--- config.mk ---
export PLATFORM = sky130hd
export DESIGN_NAME = dma_copy
export DESIGN_NICKNAME = d
export VERILOG_FILES = /design/src/rtl/dma_copy.sv
export SDC_FILE = /design/constraint.sdc
export NUM_CORES = 1
export LEC_CHECK = 0
export BUFFER_PORTS_ARGS = -buffer_cell sky130_fd_sc_hd__buf_2
export CORE_MARGIN = 2
export CORE_UTILIZATION = 46
export CTS_CLUSTER_SIZE = 30
export DETAILED_ROUTE_END_ITERATION = 6
export GPL_TIMING_DRIVEN = 0
export PLACE_DENSITY = 0.73
export SLEW_MARGIN = 20
export SYNTH_ARGS = -nofsm -noshare
export SYNTH_HDL_FRONTEND = slang
export SYNTH_SLANG_ARGS = --single-unit
export TNS_END_PERCENT = 5
--- constraint.sdc ---
create_clock -name clk -period 1.9 [get_ports clk]
set_clock_uncertainty 0.05 [all_clocks]
set_input_delay 0 -clock clk [delete_from_list [all_inputs] [get_ports clk]]
set_output_delay 0 -clock clk [all_outputs]
set_load 0.03 [all_outputs]
--- src/rtl/dma_copy.sv ---
// dma_copy: bus-initiator that copies a block of 32-bit words between virtual addresses,
// one READ then one WRITE per word. Optional constant-fill mode under `DMA_FILL_EN`.
module dma_copy #(
  parameter int WORDS_W = 16
) (
  input  logic               clk,
  input  logic               rst_n,
  input  logic               start,
  input  logic [15:0]        src,
  input  logic [15:0]        dst,
  input  logic [WORDS_W-1:0] len,
  input  logic               abort,
`ifdef DMA_FILL_EN
  input  logic               fill_mode,
  input  logic [31:0]        fill_value,
`endif
  output logic               bus_req,
  input  logic               bus_gnt,
  output logic [15:0]        address_virtual,
  output logic               WE,
  output logic [31:0]        writeData,
  input  logic [31:0]        readData,
  output logic               busy,
  output logic               done,
  output logic               err
);

  typedef enum logic [2:0] {
    S_IDLE  = 3'd0,
    S_REQ   = 3'd1,
    S_READ  = 3'd2,
    S_WRITE = 3'd3,
    S_DONE  = 3'd4
  } state_e;

  localparam logic [WORDS_W-1:0] ONE_W = WORDS_W'(1);

  state_e              state_q, state_d;
  logic [15:0]         src_q, src_d;
  logic [15:0]         dst_q, dst_d;
  logic [WORDS_W-1:0]  count_q, count_d;
  logic [31:0]         data_q, data_d;
  logic                err_q, err_d;

  logic                bus_req_q, bus_req_d;
  logic                we_q, we_d;
  logic [15:0]         addr_q, addr_d;
  logic [31:0]         wdata_q, wdata_d;
  logic                busy_q, busy_d;
  logic                done_q, done_d;

  logic                fill_in_s;
  logic                fill_on_s;
  logic [31:0]         fill_val_s;
  logic                misalign_s;
  logic                last_s;
  logic                wrap_s;

`ifdef DMA_FILL_EN
  logic                fill_on_q, fill_on_d;
  logic [31:0]         fill_val_q, fill_val_d;

  assign fill_in_s  = fill_mode;
  assign fill_on_s  = fill_on_q;
  assign fill_val_s = fill_val_q;

  always_comb begin
    fill_on_d  = fill_on_q;
    fill_val_d = fill_val_q;
    if (state_q == S_IDLE && start) begin
      fill_on_d  = fill_mode;
      fill_val_d = fill_value;
    end else begin
      fill_on_d  = fill_on_q;
      fill_val_d = fill_val_q;
    end
  end

  always_ff @(posedge clk or negedge rst_n) begin
    if (!rst_n) begin
      fill_on_q  <= 1'b0;
      fill_val_q <= 32'd0;
    end else begin
      fill_on_q  <= fill_on_d;
      fill_val_q <= fill_val_d;
    end
  end
`else
  assign fill_in_s  = 1'b0;
  assign fill_on_s  = 1'b0;
  assign fill_val_s = 32'd0;
`endif

  // Fill transfers never read, so the source pointer is neither alignment- nor wrap-checked.
  assign misalign_s = (dst[1:0] != 2'd0) || (!fill_in_s && (src[1:0] != 2'd0));
  assign last_s     = (count_q == ONE_W);
  assign wrap_s     = (dst_q == 16'hFFFC) || (!fill_on_s && (src_q == 16'hFFFC));

  always_ff @(posedge clk or negedge rst_n) begin
    if (!rst_n) begin
      state_q <= S_IDLE;
    end else begin
      state_q <= state_d;
    end
  end

  always_comb begin
    state_d = state_q;
    case (state_q)
      S_IDLE: begin
        if (!start)                 state_d = S_IDLE;
        else if (len == '0)         state_d = S_DONE;
        else if (misalign_s)        state_d = S_DONE;
        else                        state_d = S_REQ;
      end
      S_REQ: begin
        if (abort)                  state_d = S_DONE;
        else if (bus_gnt)           state_d = fill_on_s ? S_WRITE : S_READ;
        else                        state_d = S_REQ;
      end
      S_READ:                       state_d = S_WRITE;
      S_WRITE: begin
        if (last_s || abort)        state_d = S_DONE;
        else if (wrap_s)            state_d = S_DONE;
        else                        state_d = fill_on_s ? S_WRITE : S_READ;
      end
      S_DONE:                       state_d = S_IDLE;
      default:                      state_d = S_IDLE;
    endcase
  end

  always_comb begin
    src_d   = src_q;
    dst_d   = dst_q;
    count_d = count_q;
    data_d  = data_q;
    err_d   = err_q;
    case (state_q)
      S_IDLE: begin
        if (start) begin
          src_d   = src;
          dst_d   = dst;
          count_d = len;
          err_d   = (len != '0) && misalign_s;
        end else begin
          err_d   = err_q;
        end
      end
      S_READ: begin
        data_d = readData;
      end
      S_WRITE: begin
        src_d   = src_q + 16'd4;
        dst_d   = dst_q + 16'd4;
        count_d = count_q - ONE_W;
        if (!(last_s || abort) && wrap_s) begin
          err_d = 1'b1;
        end else begin
          err_d = err_q;
        end
      end
      default: begin
        data_d = data_q;
      end
    endcase
  end

  always_ff @(posedge clk or negedge rst_n) begin
    if (!rst_n) begin
      src_q   <= 16'd0;
      dst_q   <= 16'd0;
      count_q <= '0;
      data_q  <= 32'd0;
      err_q   <= 1'b0;
    end else begin
      src_q   <= src_d;
      dst_q   <= dst_d;
      count_q <= count_d;
      data_q  <= data_d;
      err_q   <= err_d;
    end
  end

  // Outputs are decoded from the next state so the flopped values line up with the state they belong to.
  always_comb begin
    bus_req_d = 1'b0;
    busy_d    = 1'b0;
    done_d    = 1'b0;
    we_d      = 1'b0;
    addr_d    = 16'd0;
    wdata_d   = 32'd0;
    case (state_d)
      S_REQ: begin
        bus_req_d = 1'b1;
        busy_d    = 1'b1;
      end
      S_READ: begin
        bus_req_d = 1'b1;
        busy_d    = 1'b1;
        addr_d    = src_d;
      end
      S_WRITE: begin
        bus_req_d = 1'b1;
        busy_d    = 1'b1;
        we_d      = 1'b1;
        addr_d    = dst_d;
        wdata_d   = fill_on_s ? fill_val_s : data_d;
      end
      S_DONE: begin
        done_d = 1'b1;
      end
      default: begin
        bus_req_d = 1'b0;
      end
    endcase
  end

  always_ff @(posedge clk or negedge rst_n) begin
    if (!rst_n) begin
      bus_req_q <= 1'b0;
      busy_q    <= 1'b0;
      done_q    <= 1'b0;
      we_q      <= 1'b0;
      addr_q    <= 16'd0;
      wdata_q   <= 32'd0;
    end else begin
      bus_req_q <= bus_req_d;
      busy_q    <= busy_d;
      done_q    <= done_d;
      we_q      <= we_d;
      addr_q    <= addr_d;
      wdata_q   <= wdata_d;
    end
  end

  assign bus_req         = bus_req_q;
  assign busy            = busy_q;
  assign done            = done_q;
  assign err             = err_q;
  assign WE              = we_q;
  assign address_virtual = addr_q;
  assign writeData       = wdata_q;

endmodule

## Word-level counts from Yosys, hierarchy flattened

Cells that the tools add are included.

| cells by class | value |
|---|---|
| add/sub/neg operators | 3 |
| equal/unequal tests | 12 |
| multiplexer cells | 23 |
| reductions and logical operators | 15 |

Operators by type and width:

| cell | count |
|---|---|
| $pmux W16 S2 | 4 |
| $mux W32 | 2 |
| $mux W16 | 3 |
| $add A16 B3 Y16 const B | 2 |
| $eq A16 B16 Y1 const B | 2 |
| $mux W3 | 6 |
| $eq A16 B1 Y1 const B | 1 |
| $logic_not A16 Y1 | 1 |
| $reduce_bool A16 Y1 | 1 |
| $sub A16 B1 Y16 const B | 1 |
| $eq A3 B2 Y1 const B | 4 |
| $pmux W3 S4 | 1 |
| $eq A3 B1 Y1 const B | 2 |
| $reduce_bool A2 Y1 | 3 |
| $mux W1 | 5 |
| $ne A2 B2 Y1 const B | 2 |
| $eq A3 B3 Y1 const B | 1 |
| $logic_not A3 Y1 | 1 |
| $logic_or A1 B1 Y1 | 3 |
| $reduce_and A3 Y1 | 1 |
| $reduce_or A3 Y1 | 1 |
| $logic_and A1 B1 Y1 | 2 |
| $mux W2 | 1 |
| $pmux W1 S2 | 1 |
| other kinds (2) | 2 |

| storage, ports and cells | value |
|---|---|
| flip-flop bits (word level) | 135 |
| output and inout bits | 53 |

## Logic depth before layout (Yosys ltp)

| depth | value |
|---|---|
| depth in word-level cells | 9 |
| depth in mapped cells | 8 |
| mapped depth without buffers | 7 |

## Least setup slack after synthesis

Ideal clock, no wire load.

| timing path | value |
|---|---|
| path type | register -> register |
| from | register state_q[2] |
| to | register addr_q[11], in the netlist address_virtual[11] |
| library setup time | 0.122 ns |
| arrival | 1.891 ns |
| required time | 1.728 ns |
| setup slack | -0.163 ns |
| cell stages (with the launch flop) | 7 |
| buffers on the path | 3 |
| path through | dfrtp_1 > buf_6 > or4b_4 > buf_6 > o32a_4 > buf_6 > a32o_1 |

| between the ends | value |
|---|---|
| cells in the longest elaborated chain, start to end | 4 |
| elaborated cells on any way between the ends | 10 |

Ends and longest elaborated chain:

| what | RTL line | text |
|---|---|---|
| start, declared | 38 | `state_e state_q, state_d;` |
| start signal, assigned | 103 | `state_q <= state_d;` |
| $eq A3 B2 Y1 (tied with other cells) | 109, 138 |  |
| $pmux W3 S4 | 109 | `case (state_q)` |
| $eq A3 B2 Y1 | 192 | `case (state_d)` |
| $pmux W16 S2 * | 192 |  |
| net addr_d[11] | 47 | `logic [15:0] addr_q, addr_d;` |
| end signal, assigned | 231 | `addr_q <= addr_d;` |
| end, declared | 47 |  |

Mark *: on every way through the listed nets, which the timed path passes. The rest lies on a longest branch.
A chain may end at the register's enable or synchronous reset.

## Worst setup path after layout

| timing path | value |
|---|---|
| from | register state_q[0] |
| to | register addr_q[11], in the netlist address_virtual[11] |

Same word-level chain as after synthesis.

==> impl_metrics.yaml <==
run_status:
  status: "finished with violations"
  violations: "setup timing"
route:
  vias: 4817
  wl_per_cell_um: 17.8
  vias_per_cell: 5.69
  drt_iter0_drc: 396
  wirelength_um: 15100
  drt_first_pass_iters: 5
  drc: 0
  antenna_left: 0
synthesis:
  synth.most_common_cell: "dfrtp_1"
  synth_top_area_frac: 0.542
  synth_area_sq_um: 4760
  synth_area_leaders: "dfrtp_1 54%, nand2_1 5.3%, and2_1 4.3%"
  yosysWarnings: 0
  synthTopCellsByCount: "103 x dfrtp_1, 67 x nand2_1, 33 x and2_1, 23 x nand3_1, 21 x nor2_1"
  syn_inst: 465
  async_flop_share: 1.00
  ys_seq_area_frac: 0.542
  avgSynthCellArea_sq_um: 10.2
  synth_top_area_cell: "dfrtp_1"
  syn-num-nets: 554
  synth_edf_count: 0
  synthDistinctLibCells: 56
  synth-seq-cells: 103
  yosys_most_used_dff: "dfrtp_1"
pwr:
  cellPowerDensity_nw_per_um2: 917
  p_leak_nw: 3.36
  vdd_drop_max_mv: 0.615
  power.total_w: 0.00642
global_route:
  first_global_vias: 4954
  grt_pass1_wl_um: 24100
  antenna_found_initial: 0
  grt_max_degree: 71
  grt_overflow: 0
  grt_usage: 0.274
timing:
  final.period_utilization: 1.12
  tightest_slew_ps: 527
  min_period_ps: 2140
  setup_slack_ps: -236
  finalSetupViolations: 19
  rsz0062_at_grt: "yes"
  fmax_mhz: 468
  hold_viol: 0
  slew_violations: 0
  relSlewSlack: 0.644
cts:
  cts_tree: "built"
  clk_pin_slew_ps: 100
  clock_sinks: 103
  cts_root_buffer: "clkbuf_8"
  insertion_delay_ps: 370
  clk_path_buf_depth: 2
  cts_buffers: 9
  htree_levels: 3
final_layout:
  nNetsFinal: 796
  drive_above_1_share: 0.318
  fin_area_sq_um: 7000
  area_growth_pct: 47.1
  fillers: 828
  final_cells: 847
  n_antenna_cell: 0
die:
  die_w_um: 106
  num_rows: 37
  die_y_um: 106
  start_util: 0.467
  core_sq_um: 10200
  die-area_sq_um: 11200
  io_pins: 138
placement:
  dp_slack_ps: -619
  place_area_sq_um: 5650
  hpwl_um: 9520
  dp_cells: 739
  place_congestion: 0.912
  io_buffers: 137
hold_path:
  hp-class: "in -> async"
setup_path:
  r2r_cells: 5
  rrSetupSlack_ps: -240
  end_kind: "register"
  worstSetupPathType: "reg -> reg"
  worst_ep_arrival_time_ps: 2350
  reg2reg_from: "state_q[0]"
  startpoint_type: "register"
  worstReg2RegEnd: "address_virtual[11]"
  path_max_fanout: 10
  required_ps: 2110
run:
  maxCapViolCount: 0
[how the worst max path moves through the flow]
| stage | startpoint | slack, ps | to | cells past startpoint |
|---|---|---|---|---|
| after detailed placement | dst_q[2] | -620 | address_virtual[3] | 7 |
| after global routing | state_q[1] | -290 | address_virtual[13] | 6 |
| final | state_q[0] | -240 | address_virtual[11] | 5 |
| after global placement | dst_q[2] | -590 | address_virtual[7] | 7 |
| after floorplan | state_q[2] | -100 | address_virtual[11] | 6 |
| after CTS | state_q[2] | -240 | address_virtual[11] | 6 |
[through the flow]
step / TNS, ps / util / hold WS, ps
floorplan: -893 / - / -346
global placement: -47490 / 0.551 / 156
detailed placement: -19330 / 0.555 / -137
CTS: -3490 / 0.675 / 9.41
global route: -4680 / 0.687 / 23.4
finish: -3400 / 0.687 / 8.95
[cells by family (layout without fill, tap and decap cells)]
family	Yosys count	count (layout)	share of synthesized area
and+or+nand+nor	213	213	0.235
AOI/OAI and AO/OA	105	105	0.172
DFF	103	103	0.542
buffers and inverters	39	285	0.0389
adders and majority gates	4	4	0.0105
muxes	1	1	0.00237
[timing repair]
| action | in CTS | in global routing |
|---|---|---|
| setup buffers | 5 | 6 |
| pin swaps | 8 | 7 |
| endpoints found under the hold margin | 200 | 0 |
| gates cloned | 0 | 0 |
| hold buffers | 82 | 0 |
| resized for setup | 41 | 37 |
| setup endpoints to repair | 68 | 64 |
[worst max-delay path, stage by stage, from the launching register on]
cell and delay [ps]:
dfrtp_2 470, or4b_4 570, buf_8 160, o32a_4 350, buf_6 160, a32o_1 260
[area by class of cell]
class                   instances  area (sq um)  share of cell area
inverters                      11          41.3             0.00590
well taps                     136           170              0.0243
multi-input cells             323          2140               0.305
clock inverters                 6          86.3              0.0123
flip-flops and latches        103          2590               0.370
clock buffers                   9           124              0.0177
repair buffers                231          1640               0.234
plain buffers                  28           218              0.0311
[registers in the layout, summed over array words and instances, names as in the netlist]
| name | cells |
|---|---|
| WE | 1 |
| address_virtual | 16 |
| busy | 1 |
| count_q | 16 |
| done | 1 |
| dst_q | 16 |
| err | 1 |
| src_q | 16 |
| state_q | 3 |
| writeData | 32 |
[per-layer routing]
layer	track usage	part of all wire	up-vias
met5	0	0	-
met4	0.109	0.031	0
met3	0.0569	0.080	41
met2	0.449	0.48	258
met1	0.356	0.40	2318
li1	-	-	2200
[where the power goes]
part           internal, W  switching (W)  total [W]
Clock             0.000733       0.000768    0.00150
Combinational     0.000810        0.00104    0.00185
Sequential         0.00260       0.000467    0.00307
Total              0.00414        0.00228    0.00642
[placed cells by master, fill, tap and decap left out, drive strengths merged, types with 16 or more instances in the layout]
cell type    count
and2            33
clkbuf          19
buf            167
nand2           67
nor2            21
o21ai           20
nor3            16
dfrtp          103
dlygate4sd3     82
nand3           23
Note: power is estimated with default switching activity, not from simulation.
